File: config.mk
export PLATFORM = sky130hd
export DESIGN_NAME = rect_rasterizer
export DESIGN_NICKNAME = d
export VERILOG_FILES = /design/src/rtl/rect_rasterizer.sv
export SDC_FILE = /design/constraint.sdc
export NUM_CORES = 1
export LEC_CHECK = 0
export CAP_MARGIN = 10
export CORE_MARGIN = 2
export CORE_UTILIZATION = 61
export CTS_CLUSTER_SIZE = 25
export DETAILED_ROUTE_END_ITERATION = 8
export GPL_TIMING_DRIVEN = 0
export HOLD_SLACK_MARGIN = 0.02
export PLACE_DENSITY = 0.8
export SYNTH_ARGS = -nofsm -noshare
export SYNTH_HDL_FRONTEND = slang
export SYNTH_SLANG_ARGS = --single-unit
File: constraint.sdc
create_clock -name clk_33m -period 6.2 [get_ports clk_33m]
set_input_delay 1.24 -clock clk_33m [delete_from_list [all_inputs] [get_ports clk_33m]]
set_output_delay 1.24 -clock clk_33m [all_outputs]
set_load 0.01 [all_outputs]
File: src/rtl/rect_rasterizer.sv
// Filled-rectangle rasterizer: queues draw commands, clips them to the drawable frame
// and streams one pixel per cycle into the VGA frame-buffer write port.
module rect_rasterizer #(
   parameter int COOR_WIDTH = 11,
   parameter int FRAME_W    = 1280,
   parameter int FRAME_H    = 300,
   parameter int FIFO_DEPTH = 8
) (
   input  logic                  clk_33m,
   input  logic                  rst_n,
   input  logic                  rst_screen_33m,
   input  logic                  cmd_valid,
   output logic                  cmd_ready,
   input  logic [COOR_WIDTH-1:0] cmd_x,
   input  logic [COOR_WIDTH-1:0] cmd_y,
   input  logic [COOR_WIDTH-1:0] cmd_w,
   input  logic [COOR_WIDTH-1:0] cmd_h,
   input  logic [1:0]            cmd_palette,
   output logic [COOR_WIDTH-1:0] write_x,
   output logic [COOR_WIDTH-1:0] write_y,
   output logic [1:0]            write_palette,
   output logic                  busy,
   output logic                  frame_start,
   output logic                  overrun
);
   localparam int ADDR_W = $clog2(FIFO_DEPTH);
   localparam int PTR_W  = ADDR_W + 1;
   localparam int CMD_W  = 4 * COOR_WIDTH + 2;
   localparam int EXT_W  = COOR_WIDTH + 1;
   localparam logic [EXT_W-1:0]      FRAME_W_EXT = EXT_W'(FRAME_W);
   localparam logic [EXT_W-1:0]      FRAME_H_EXT = EXT_W'(FRAME_H);
   localparam logic [EXT_W-1:0]      EXT_ONE     = EXT_W'(1);
   localparam logic [PTR_W-1:0]      PTR_ONE     = PTR_W'(1);
   localparam logic [COOR_WIDTH-1:0] COOR_ONE    = COOR_WIDTH'(1);

   typedef enum logic [1:0] {IDLE, LOAD, DRAW} state_t;
   state_t state;

   logic [CMD_W-1:0]      fifo_mem [FIFO_DEPTH];
   logic [PTR_W-1:0]      wr_ptr;
   logic [PTR_W-1:0]      rd_ptr;
   logic                  fifo_empty;
   logic                  fifo_full;
   logic                  push;
   logic                  pop;
   logic                  rst_screen_q;
   logic                  rise;

   logic [COOR_WIDTH-1:0] cur_x;
   logic [COOR_WIDTH-1:0] cur_y;
   logic [COOR_WIDTH-1:0] cur_w;
   logic [COOR_WIDTH-1:0] cur_h;
   logic [1:0]            cur_pal;
   logic [COOR_WIDTH-1:0] cx;
   logic [COOR_WIDTH-1:0] cy;
   logic [EXT_W-1:0]      x_end;
   logic [EXT_W-1:0]      y_end;
   logic [EXT_W-1:0]      x_sum;
   logic [EXT_W-1:0]      y_sum;
   logic [EXT_W-1:0]      x_end_clip;
   logic [EXT_W-1:0]      y_end_clip;
   logic                  drop;
   logic                  last_col;
   logic                  last_row;

   assign fifo_empty = (wr_ptr == rd_ptr);
   assign fifo_full  = (wr_ptr == {~rd_ptr[ADDR_W], rd_ptr[ADDR_W-1:0]});
   assign cmd_ready  = !fifo_full && !rst_screen_33m;
   assign push       = cmd_valid && cmd_ready;
   assign pop        = (state == IDLE) && !fifo_empty && !rst_screen_33m;
   assign rise       = rst_screen_33m && !rst_screen_q;
   assign busy       = (state != IDLE) || !fifo_empty;

   // One extra bit keeps x+w and y+h from wrapping before the clip
   assign x_sum      = {1'b0, cur_x} + {1'b0, cur_w};
   assign y_sum      = {1'b0, cur_y} + {1'b0, cur_h};
   assign x_end_clip = (x_sum > FRAME_W_EXT) ? FRAME_W_EXT : x_sum;
   assign y_end_clip = (y_sum > FRAME_H_EXT) ? FRAME_H_EXT : y_sum;
   assign drop       = ({1'b0, cur_x} >= FRAME_W_EXT) || ({1'b0, cur_y} >= FRAME_H_EXT) ||
                       (cur_w == '0) || (cur_h == '0) || (cur_pal == 2'd0);

   assign last_col   = (({1'b0, cx} + EXT_ONE) == x_end);
   assign last_row   = (({1'b0, cy} + EXT_ONE) == y_end);

   always_ff @(posedge clk_33m) begin
      if (push) begin
         fifo_mem[wr_ptr[ADDR_W-1:0]] <= {cmd_x, cmd_y, cmd_w, cmd_h, cmd_palette};
      end
   end

   always_ff @(posedge clk_33m) begin
      if (pop) begin
         {cur_x, cur_y, cur_w, cur_h, cur_pal} <= fifo_mem[rd_ptr[ADDR_W-1:0]];
      end
      if (!rst_screen_33m) begin
         if (state == LOAD) begin
            cx    <= cur_x;
            cy    <= cur_y;
            x_end <= x_end_clip;
            y_end <= y_end_clip;
         end else if (state == DRAW) begin
            if (last_col) begin
               cx <= cur_x;
               cy <= cy + COOR_ONE;
            end else begin
               cx <= cx + COOR_ONE;
            end
         end
      end
   end

   always_ff @(posedge clk_33m or negedge rst_n) begin
      if (!rst_n) begin
         state         <= IDLE;
         wr_ptr        <= '0;
         rd_ptr        <= '0;
         rst_screen_q  <= 1'b0;
         frame_start   <= 1'b0;
         overrun       <= 1'b0;
         write_x       <= '0;
         write_y       <= '0;
         write_palette <= 2'd0;
      end else begin
         rst_screen_q  <= rst_screen_33m;
         frame_start   <= !rst_screen_33m && rst_screen_q;
         write_palette <= 2'd0;
         if (push) begin
            wr_ptr <= wr_ptr + PTR_ONE;
         end
         if (rise) begin
            // Swap start abandons everything; the source resubmits the whole scene
            wr_ptr <= '0;
            rd_ptr <= '0;
            state  <= IDLE;
            if ((state != IDLE) || !fifo_empty) begin
               overrun <= 1'b1;
            end
         end else if (!rst_screen_33m) begin
            case (state)
               IDLE: begin
                  if (!fifo_empty) begin
                     rd_ptr <= rd_ptr + PTR_ONE;
                     state  <= LOAD;
                  end
               end
               LOAD: begin
                  state <= drop ? IDLE : DRAW;
               end
               DRAW: begin
                  write_x       <= cx;
                  write_y       <= cy;
                  write_palette <= cur_pal;
                  if (last_col && last_row) begin
                     state <= IDLE;
                  end
               end
               default: state <= IDLE;
            endcase
         end
      end
   end
endmodule

# ---- After elaboration in Yosys (flattened, before gate mapping)
# Memories as Yosys holds them, arrays and structs flattened. A register that Yosys moved wholly into a read port is not among the register bits.
# Cells that the tools add are included.
dict set report totals {
  reg_bits 83
  mem_bits_rw 368
  in_bits 50
  wordCells 94
  memories 1
}
dict set report classes {
  add_sub_neg 8
  magnitude_cmp 4
  n_eq_ne 10
  mux 23
  n_bitwise 3
  reduce_logical 32
}
# memory words word_bits read_ports rd_ports_with_merged_regs wr line
set mem_list {}
lappend mem_list {fifo_mem 8 46 1 1 1 39} ;# logic [CMD_W-1:0] fifo_mem [FIFO_DEPTH];
# cell n
set ops {}
lappend ops {{two-way mux 11 bit} 6}
lappend ops {{adder 11 x 1 -> 12 bit, second input constant} 2}
lappend ops {{adder 11 x 11 -> 12 bit} 2}
lappend ops {{equality test 12 bit} 2}
lappend ops {{two-way mux 4 bit} 6}
lappend ops {{adder 11 x 1 -> 11 bit, second input constant} 2}
lappend ops {{zero test 11 bit} 2}
lappend ops {{two-way mux 2 bit} 8}
lappend ops {{> comparator 12 x 11 -> 1 bit, second input constant} 1}
lappend ops {{> comparator 12 x 9 -> 1 bit, second input constant} 1}
lappend ops {{AND reduction 3 bit} 4}
lappend ops {{>= comparator 11 bit, second input constant} 1}
lappend ops {{>= comparator 11 x 9 -> 1 bit, second input constant} 1}
lappend ops {{nonzero test 2 bit} 5}
lappend ops {{adder 4 x 1 -> 4 bit, second input constant} 2}
lappend ops {{equality test 4 bit} 2}
lappend ops {{logical AND 1 bit} 7}
lappend ops {{case mux 2 bit (3 select lines)} 1}
lappend ops {{AND reduction 2 bit} 3}
lappend ops {{logical OR 1 bit} 5}
lappend ops {{zero test 1 bit} 4}
lappend ops {{zero test 2 bit} 2}
lappend ops {{inequality test 2 x 1 -> 1 bit, second input constant} 2}
lappend ops {{inequality test 3 x 2 -> 1 bit, second input constant} 1}
lappend ops {{other kinds (5)} 8}

# ---- Depth between registers and ports, before layout
# Gate-level depths: netlist of run 1.
dict set report depth {
  depth_word 9
  mapped_depth 9
}

# ---- Least setup slack after synthesis of run 1
# Ideal clock, no wire load.
dict set report synth_timing {
  kind {input port to flip-flop}
  from {input rst_screen_33m}
  to {memory fifo_mem[0][0] (netlist bit), enable pin}
  arrival_time_ns 5.434
  slack_ns 0.260
  cell_stages 5
  path_buffers 1
  cell_sequence {clkbuf_1 a41oi_1 nand2_1 or2_2 nor3_1}
}
dict set report synth_via {
  elab_chain_cells 5
}
# element line
set synth_lines {}
lappend synth_lines {{start: declaration} 11} ;# input logic rst_screen_33m,
lappend synth_lines {{zero test 1 bit} --}
lappend synth_lines {{logical AND 1 bit} 68} ;# assign cmd_ready = !fifo_full && !rst_screen_33m;
lappend synth_lines {{via cmd_ready} 13} ;# output logic cmd_ready,
lappend synth_lines {{logical AND 1 bit} 69} ;# assign push = cmd_valid && cmd_ready;
lappend synth_lines {{two-way mux 1 bit} 86} ;# if (push) begin
lappend synth_lines {{two-way mux 1 bit (implied by the code)} 87} ;# fifo_mem[wr_ptr[ADDR_W-1:0]] <= {cmd_x, cmd_y, cmd_w, cmd_h, cmd_palette};
lappend synth_lines {{end: declaration} 39}
# The timed path passes the listed nets, and every way through them passes these cells.

# ---- Final worst setup path of run 1
dict set report layout_timing {
  from {input rst_screen_33m}
  to {output cmd_ready}
}
dict set report layout_via {
  elab_chain_cells 2
}
# element line
set layout_lines {}
lappend layout_lines {{zero test 1 bit} --}
lappend layout_lines {{logical AND 1 bit} 68}
lappend layout_lines {{end: declaration} 13}
# Every way passes these cells.

==> results.md, run 1 <==
| Result | This run |
|:---|:---|
| Floorplan die height | 187 microns |
| Detailed router's first-iteration violation count | 1027 |
| Number of buffer cells added on primary ports | 77 |
| Cell area after technology mapping | 20400 sq um |
| Sequential share of the synthesized area | 0.721 |
| Instance area at placement | 22200 sq um |
| Minimum hold slack | 0.474 ns |
| Clock Root Buffer | sky130_fd_sc_hd__clkbuf_16 |
| Total leakage power | 7.76 nW |
| Launch point of the worst reg-to-reg path | cx[0] |
| Worst setup skew after layout | 0.0145 ns |
| Arrival time reported for the critical path endpoint | 3.08 ns |
| Final count of pins violating max slew | 0 |
| Via count of the routed design | 10691 |
| Number of levels in the clock H-tree | 2 |
| Global router's overall resource usage | 0.254 |
| Number of enable flip-flop cells after synthesis | 460 |
| Register area | 14700 sq um |
| Slowest library cell on the worst path | sky130_fd_sc_hd__clkdlybuf4s50_1 |
| Count of hold buffers inserted by post-cts repair | 0 |
| CP Buf/Inv Count | 3 |
| Total grt overflow | 0 |
| Worst-Margin Slew | 1.15 ns |
| Worst min-delay path class | reg -> reg |
| Post-cts sizing count | 0 |
| Hold Vio Cnt, Final | 0 |
| Via count of the first global-routing pass | 11098 |
| CP Max Fanout | 9 |
| Drt first pass iters | 5 |
| Hold_sp | overrun |
| Total Nets Final | 1327 |
| Effective utilization at floorplan | 0.614 |
| Total wirelength of the detailed-routed design | 43000 microns |
| Final setup fails | 0 |
| Inserted Clock Buffers | 49 |
| Setup ws final | 1.88 ns |
| Warnings from Yosys | 0 |
| Maxcap violations | 0 |
| Area of all placed cells without fillers | 23700 sq um |
| CTS sink count | 497 |
| Fmax | 231 MHz |
| RSZ-0062 raised after global routing | no |
| Total of flip-flops plus latches after synthesis | 497 |
| Shortest clock period the worst path allows after layout | 4.32 ns |
| Final clock period utilization by the worst path | 0.697 |
| DP Worst Slack | 1.59 ns |
| Setup Crit Path Kind | in -> out |
| Post-synth cell types | 61 |
| CP Launch Type | input pin |
| Horiz. Die Dim | 187 microns |
| First element of the critical path | rst_screen_33m |
| Synth-to-layout area growth | 15.9% |
| Area of the multi-input gates | 5580 sq um |
| First-pass GRT wire length | 66400 microns |
| Most used DFF post-synth | sky130_fd_sc_hd__edfxtp_1 |
| Type of element capturing the critical path | output pin |
| Total power divided by cell area | 418 nW/um^2 |
| Worst supply voltage drop on vdd | 0.241 mV |
| Diodes inserted | 0 |
| Core outline area | 33300 sq um |
| Routed length per instance | 24.9 microns |
| Layout cells sized above 1 | 0.212 |
| Largest buffer count on any clock path | 3 |
| Number of top-level pins | 78 |
| Fill cell count | 1976 |
| Family of cells with the greatest summed delay on the critical path | buffers and inverters |
| Area of the die | 35000 sq um |
| Post-Route Setup TNS | 0 ns |
| Clock latency on the worst-skew pair | 0.57 ns |
| Routed vias/inst | 6.18 |
| Mean cell area of the mapped netlist | 18.7 sq um |
| Detail Route Antenna Nets | 0 |
| Cell-by-cell trace of the critical path | clkdlybuf4s50_1 -> clkbuf_1 -> a41oi_1 -> clkdlybuf4s50_1 |
| Dpl hpwl | 27900 microns |
| Maximum number of pins on one net before global-route repair | 38 |
| Antenna violations before repair | 0 |
| Std-Cell Rows | 67 |
| Cell Count Post-Placement | 1643 |
| Weighted congestion reported at the end of routability-driven placement | 0.897 |
| Share of flip-flops with an asynchronous set or reset | 0.0744 |
| Worst path most repeated cell | sky130_fd_sc_hd__clkdlybuf4s50_1 |
| Delay contributed by the slowest stage of the critical path | 0.64 ns |
| Critical Path RT | 4.96 ns |
| Count of placed standard cells in the final layout, fillers left out | 1730 |
| Outcome | completed |
| Clk pin slew, worst setup/hold paths | 0.05 ns |
| Post-detailed-route DRC marker count | 0 |
| Number of post-CTS setup repair buffers | 0 |
| Headroom to the max-slew limit | 0.232 |
| Post-synthesis instance total | 1092 |
| Clock tree from TritonCTS | yes |
-- final timing paths --
path | end | slack (ns) | cells past startpoint
worst max-delay path | cmd_ready | 1.88 | 4
worst min register to register | overrun | 0.47 | 1
max in group asynchronous | write_y[2] | 4.85 | 1
worst min-delay path | overrun | 0.47 | 1
worst max register to register | cy[1] | 2.06 | 8
min in group asynchronous | write_x[8] | 0.79 | 1
-- sequential cells by signal, indices dropped and copies added (netlist names), 2 cells and up --
name	cells
cur_h	11
cur_pal	2
cur_w	11
cur_x	11
cur_y	11
cx	11
cy	11
fifo_mem	368
rd_ptr	4
state	2
wr_ptr	4
write_palette	2
write_x	11
write_y	11
x_end	12
y_end	12
-- power by group --
part | total [W] | internal [W] | switching (W)
sequential | 0.00434 | 0.00411 | 0.000230
combinational | 0.00274 | 0.00130 | 0.00143
clock | 0.00282 | 0.00163 | 0.00120
total | 0.00990 | 0.00704 | 0.00286
-- synth_stat cells (3+ instances only) --
master	number	share of area
sky130_fd_sc_hd__mux2_2	71	0.039
sky130_fd_sc_hd__a21oi_1	16	0.0039
sky130_fd_sc_hd__nand2_1	42	0.0077
sky130_fd_sc_hd__nor2_1	37	0.0068
sky130_fd_sc_hd__o21ai_1	4	0.00098
sky130_fd_sc_hd__or4_1	3	0.0011
sky130_fd_sc_hd__mux2_1	7	0.0039
sky130_fd_sc_hd__xor2_1	29	0.012
sky130_fd_sc_hd__or3_1	5	0.0015
sky130_fd_sc_hd__inv_1	13	0.0024
sky130_fd_sc_hd__mux2i_1	7	0.0034
sky130_fd_sc_hd__mux4_2	92	0.10
sky130_fd_sc_hd__ha_1	29	0.018
sky130_fd_sc_hd__nor3_1	20	0.0049
sky130_fd_sc_hd__a211oi_1	4	0.0015
sky130_fd_sc_hd__a2111oi_0	3	0.0013
sky130_fd_sc_hd__a21o_1	8	0.0029
sky130_fd_sc_hd__a211o_1	3	0.0013
sky130_fd_sc_hd__nor3b_1	5	0.0018
sky130_fd_sc_hd__nand2b_1	12	0.0037
sky130_fd_sc_hd__o21ai_0	26	0.0064
sky130_fd_sc_hd__clkbuf_1	27	0.0050
sky130_fd_sc_hd__xnor2_1	32	0.014
sky130_fd_sc_hd__nand4_1	7	0.0021
sky130_fd_sc_hd__o211ai_1	7	0.0026
sky130_fd_sc_hd__nor4_1	7	0.0021
sky130_fd_sc_hd__nor2b_1	10	0.0031
sky130_fd_sc_hd__dfrtp_1	37	0.045
sky130_fd_sc_hd__buf_1	12	0.0022
sky130_fd_sc_hd__o31ai_1	5	0.0018
sky130_fd_sc_hd__edfxtp_1	460	0.68
sky130_fd_sc_hd__nand3_1	16	0.0039
-- area by class of cell --
type,count,share of cell area
flip-flops and latches,497,0.622
multi-input cells,545,0.236
clock buffers,65,0.0561
repair buffers,100,0.0466
well taps,448,0.0236
clock inverters,22,0.00781
plain buffers,40,0.00639
inverters,13,0.00206
-- per-stage QoR --
step,util,total power (W)
finish,0.712,0.00990
floorplan,-,0.00623
detailed placement,0.667,0.00711
global route,0.712,0.0103
global placement,0.655,0.00701
CTS,0.712,0.00993
-- layout by cell type, fill, tap and decap left out, types with 5 or more instances in the layout --
master / count
sky130_fd_sc_hd__nand3_1: 16
sky130_fd_sc_hd__o31ai_1: 5
sky130_fd_sc_hd__a21o_1: 8
sky130_fd_sc_hd__or3_1: 5
sky130_fd_sc_hd__mux2i_1: 7
sky130_fd_sc_hd__nor2_1: 31
sky130_fd_sc_hd__edfxtp_1: 460
sky130_fd_sc_hd__mux2_1: 7
sky130_fd_sc_hd__buf_12: 5
sky130_fd_sc_hd__mux2_2: 71
sky130_fd_sc_hd__clkinv_1: 8
sky130_fd_sc_hd__dfrtp_1: 37
sky130_fd_sc_hd__inv_1: 13
sky130_fd_sc_hd__xnor2_1: 32
sky130_fd_sc_hd__mux4_2: 92
sky130_fd_sc_hd__clkdlybuf4s50_1: 76
sky130_fd_sc_hd__nand4_1: 7
sky130_fd_sc_hd__buf_1: 12
sky130_fd_sc_hd__clkinv_2: 8
sky130_fd_sc_hd__o21ai_0: 26
sky130_fd_sc_hd__nor2_4: 6
sky130_fd_sc_hd__nor3_1: 18
sky130_fd_sc_hd__ha_1: 29
sky130_fd_sc_hd__clkbuf_1: 41
sky130_fd_sc_hd__buf_6: 15
sky130_fd_sc_hd__nand2b_1: 12
sky130_fd_sc_hd__clkbuf_16: 51
sky130_fd_sc_hd__a21oi_1: 16
sky130_fd_sc_hd__nor4_1: 7
sky130_fd_sc_hd__nor2b_1: 9
sky130_fd_sc_hd__xor2_1: 29
sky130_fd_sc_hd__o211ai_1: 7
sky130_fd_sc_hd__nand2_1: 42
-- cells by family after synthesis --
logic type,share of synthesized area
and+or+nand+nor,0.0444
other,0.000183
AOI/OAI and AO/OA,0.0303
muxes,0.148
xor gates and xnor gates,0.0272
adders and majority gates,0.0197
buffers and inverters,0.00979
DFF,0.721
-- metal layers --
layer / vias up / routed length [microns] / global-route usage
met5: - / 0 / 0
li1: 4700 / - / -
met3: 105 / 3040 / 0.0418
met4: 0 / 1500 / 0.104
met1: 5417 / 17200 / 0.347
met2: 469 / 21300 / 0.416
(Power assumes the default switching activity.)
==> inputs of run 2 (changes only) <==
==> constraint.sdc (replaced) <==
create_clock -name clk_33m -period 4.24 [get_ports clk_33m]
set_input_delay 0.848 -clock clk_33m [delete_from_list [all_inputs] [get_ports clk_33m]]
set_output_delay 0.848 -clock clk_33m [all_outputs]
set_load 0.01 [all_outputs]
==> run 2 against run 1 <==
Critical path depth rose by 4. Cell count fell by 0.64%. Core utilization shrank 0.090 points. Sequential share of layout area increased by 0.079 points. Clock power rose by 44%. Sequential power rose by 46%. Via count increased by 0.59%. First-iteration DRC count fell by 6.1%. Setup slack lost 1.5 ns. Total power is 46% higher. Highest routed layer is now met5.
==> results.md, run 2 (synthesis results as in run 1) <==
| Result | This run |
|:---|:---|
| Outcome | completed |
| CP Max Fanout | 11 |
| Type of element capturing the critical path | register |
| Inserted Clock Buffers | 48 |
| Portion of total power attributed to sequential cells | 0.440 |
| Dpl hpwl | 27400 microns |
| Max FFs per register | 368 |
| Core outline area | 33300 sq um |
| Critical Path RT | 4.44 ns |
| Routed vias/inst | 6.26 |
| Hold Vio Cnt, Final | 0 |
| Number of top-level pins | 78 |
| Shortest clock period the worst path allows after layout | 3.85 ns |
| Antenna violations before repair | 1 |
| Maximum number of pins on one net before global-route repair | 38 |
| Clk pin slew, worst setup/hold paths | 0.06 ns |
| Worst-Margin Slew | 1.16 ns |
| Total Nets Final | 1318 |
| Horiz. Die Dim | 187 microns |
| Number of post-CTS setup repair buffers | 0 |
| Layout cells sized above 1 | 0.205 |
| Most common cell after layout, fill and taps aside | sky130_fd_sc_hd__edfxtp_1 |
| Floorplan die height | 187 microns |
| Total leakage power | 7.71 nW |
| Total net switching power | 0.00416 W |
| Via count of the first global-routing pass | 10992 |
| Worst setup skew after layout | 0.0220 ns |
| Detail Route Antenna Nets | 0 |
| Number of levels in the clock H-tree | 2 |
| DP Worst Slack | 0.103 ns |
| Switching fraction of total power | 0.288 |
| CP Launch Type | register |
| Maxcap violations | 0 |
| Weighted congestion reported at the end of routability-driven placement | 0.868 |
| Routed length per instance | 25.1 microns |
| Fill cell count | 1970 |
| Commonest cells after routing, fill and taps aside | sky130_fd_sc_hd__edfxtp_1, sky130_fd_sc_hd__mux4_2, sky130_fd_sc_hd__clkdlybuf4s50_1 |
| Total power divided by cell area | 610 nW/um^2 |
| Worst supply voltage drop on vdd | 0.340 mV |
| RSZ-0062 raised after global routing | no |
| Total wirelength of the detailed-routed design | 43100 microns |
| Post-Route Setup TNS | 0 ns |
| Count of hold buffers inserted by post-cts repair | 0 |
| Diodes inserted | 0 |
| Internal power | 0.0103 W |
| Final count of pins violating max slew | 0 |
| Area of the multi-input gates | 5610 sq um |
| Setup ws final | 0.385 ns |
| Synth-to-layout area growth | 15.8% |
| Register area | 14700 sq um |
| Global router's overall resource usage | 0.252 |
| CTS sink count | 497 |
| Detailed router's first-iteration violation count | 964 |
| Number of buffer cells added on primary ports | 77 |
| Area of the die | 35000 sq um |
| Setup Crit Path Kind | reg -> reg |
| Fmax | 259 MHz |
| Combinational power share | 0.279 |
| Clock latency on the worst-skew pair | 0.56 ns |
| Drt first pass iters | 7 |
| Largest buffer count on any clock path | 3 |
| Post-detailed-route DRC marker count | 0 |
| Part of the total power dissipated in the clock network | 0.281 |
| Final setup fails | 0 |
| Worst min-delay path class | in -> async |
| First-pass GRT wire length | 65800 microns |
| Effective utilization at floorplan | 0.614 |
| Via count of the routed design | 10754 |
| Total grt overflow | 0 |
| Std-Cell Rows | 67 |
| Arrival time reported for the critical path endpoint | 4.05 ns |
| Headroom to the max-slew limit | 0.228 |
| Clock tree from TritonCTS | yes |
| Final clock period utilization by the worst path | 0.909 |
| Clock Root Buffer | sky130_fd_sc_hd__clkbuf_16 |
run 2: worst max-delay path, cell delays in order (launching register included):
cell and delay [ns]:
sky130_fd_sc_hd__edfxtp_1 0.49, sky130_fd_sc_hd__ha_1 0.25, sky130_fd_sc_hd__nand3_2 0.17, sky130_fd_sc_hd__nor4_2 0.53, sky130_fd_sc_hd__nor3b_1 0.13, sky130_fd_sc_hd__or4_1 0.57
sky130_fd_sc_hd__nor4_4 0.57, sky130_fd_sc_hd__nor2_2 0.23, sky130_fd_sc_hd__nor2b_2 0.55
run 2: path summary, 6_finish.rpt:
kind | to | depth (start not counted) | slack (ns) | start
setup reg to reg | cy[5] | 8 | 0.39 | cx[0]
max in group asynchronous | overrun | 1 | 3.30 | rst_n
min in group clk_33m | overrun | 1 | 0.46 | overrun
setup / recovery | cy[5] | 8 | 0.39 | cx[0]
hold reg to reg | overrun | 1 | 0.46 | overrun
hold / removal | write_x[4] | 1 | 0.40 | rst_n
run 2: layer usage:
metal / wire length (microns) / global-route usage / vias to the layer above
li1: - / - / 4668
met1: 17300 / 0.348 / 5480
met2: 21400 / 0.418 / 508
met3: 3120 / 0.0396 / 96
met4: 1190 / 0.0839 / 2
met5: 13 / 0 / -
run 2: timing repair:
action                                 in CTS  in global routing
endpoints found under the hold margin       0                  0
setup endpoints to repair                   0                 11
gates resized for setup                     0                  1
run 2: final cells by class:
cell class	instances	share of cell area
plain buffers	40	0.00640
clock buffers	68	0.0561
clock inverters	16	0.00677
inverters	13	0.00206
multi-input cells	545	0.237
flip-flops and latches	497	0.623
well taps	448	0.0237
repair buffers	92	0.0456
run 2: power groups by stage:
stage	logic [W]	registers, W	clock network, W
floorplan	0.00274	0.00635	0
global placement	0.00380	0.00644	0
detailed placement	0.00397	0.00644	0
CTS	0.00404	0.00635	0.00410
global route	0.00436	0.00639	0.00429
finish	0.00402	0.00635	0.00406
run 2: per-stage QoR:
stage	area [sq um]	total power (W)	utilization	instances	hold slack, ns
global placement	21800	0.0102	0.655	1620	0.439
floorplan	20500	0.00910	-	1095	0.475
CTS	23700	0.0145	0.711	1719	0.412
global route	23700	0.0150	0.711	1719	0.464
finish	23700	0.0144	0.711	1719	0.402
detailed placement	22200	0.0104	0.667	1635	0.445
==> inputs of run 3 (changes only) <==
--- a/config.mk
+++ b/config.mk
@@ -13,6 +13,7 @@
 export GPL_TIMING_DRIVEN = 0
 export HOLD_SLACK_MARGIN = 0.02
 export PLACE_DENSITY = 0.8
+export SKIP_LAST_GASP = 1
 export SYNTH_ARGS = -nofsm -noshare
 export SYNTH_HDL_FRONTEND = slang
 export SYNTH_SLANG_ARGS = --single-unit
==> results of run 3 <==
No change in the layout: final DEF, timing and power equal those of run 2.
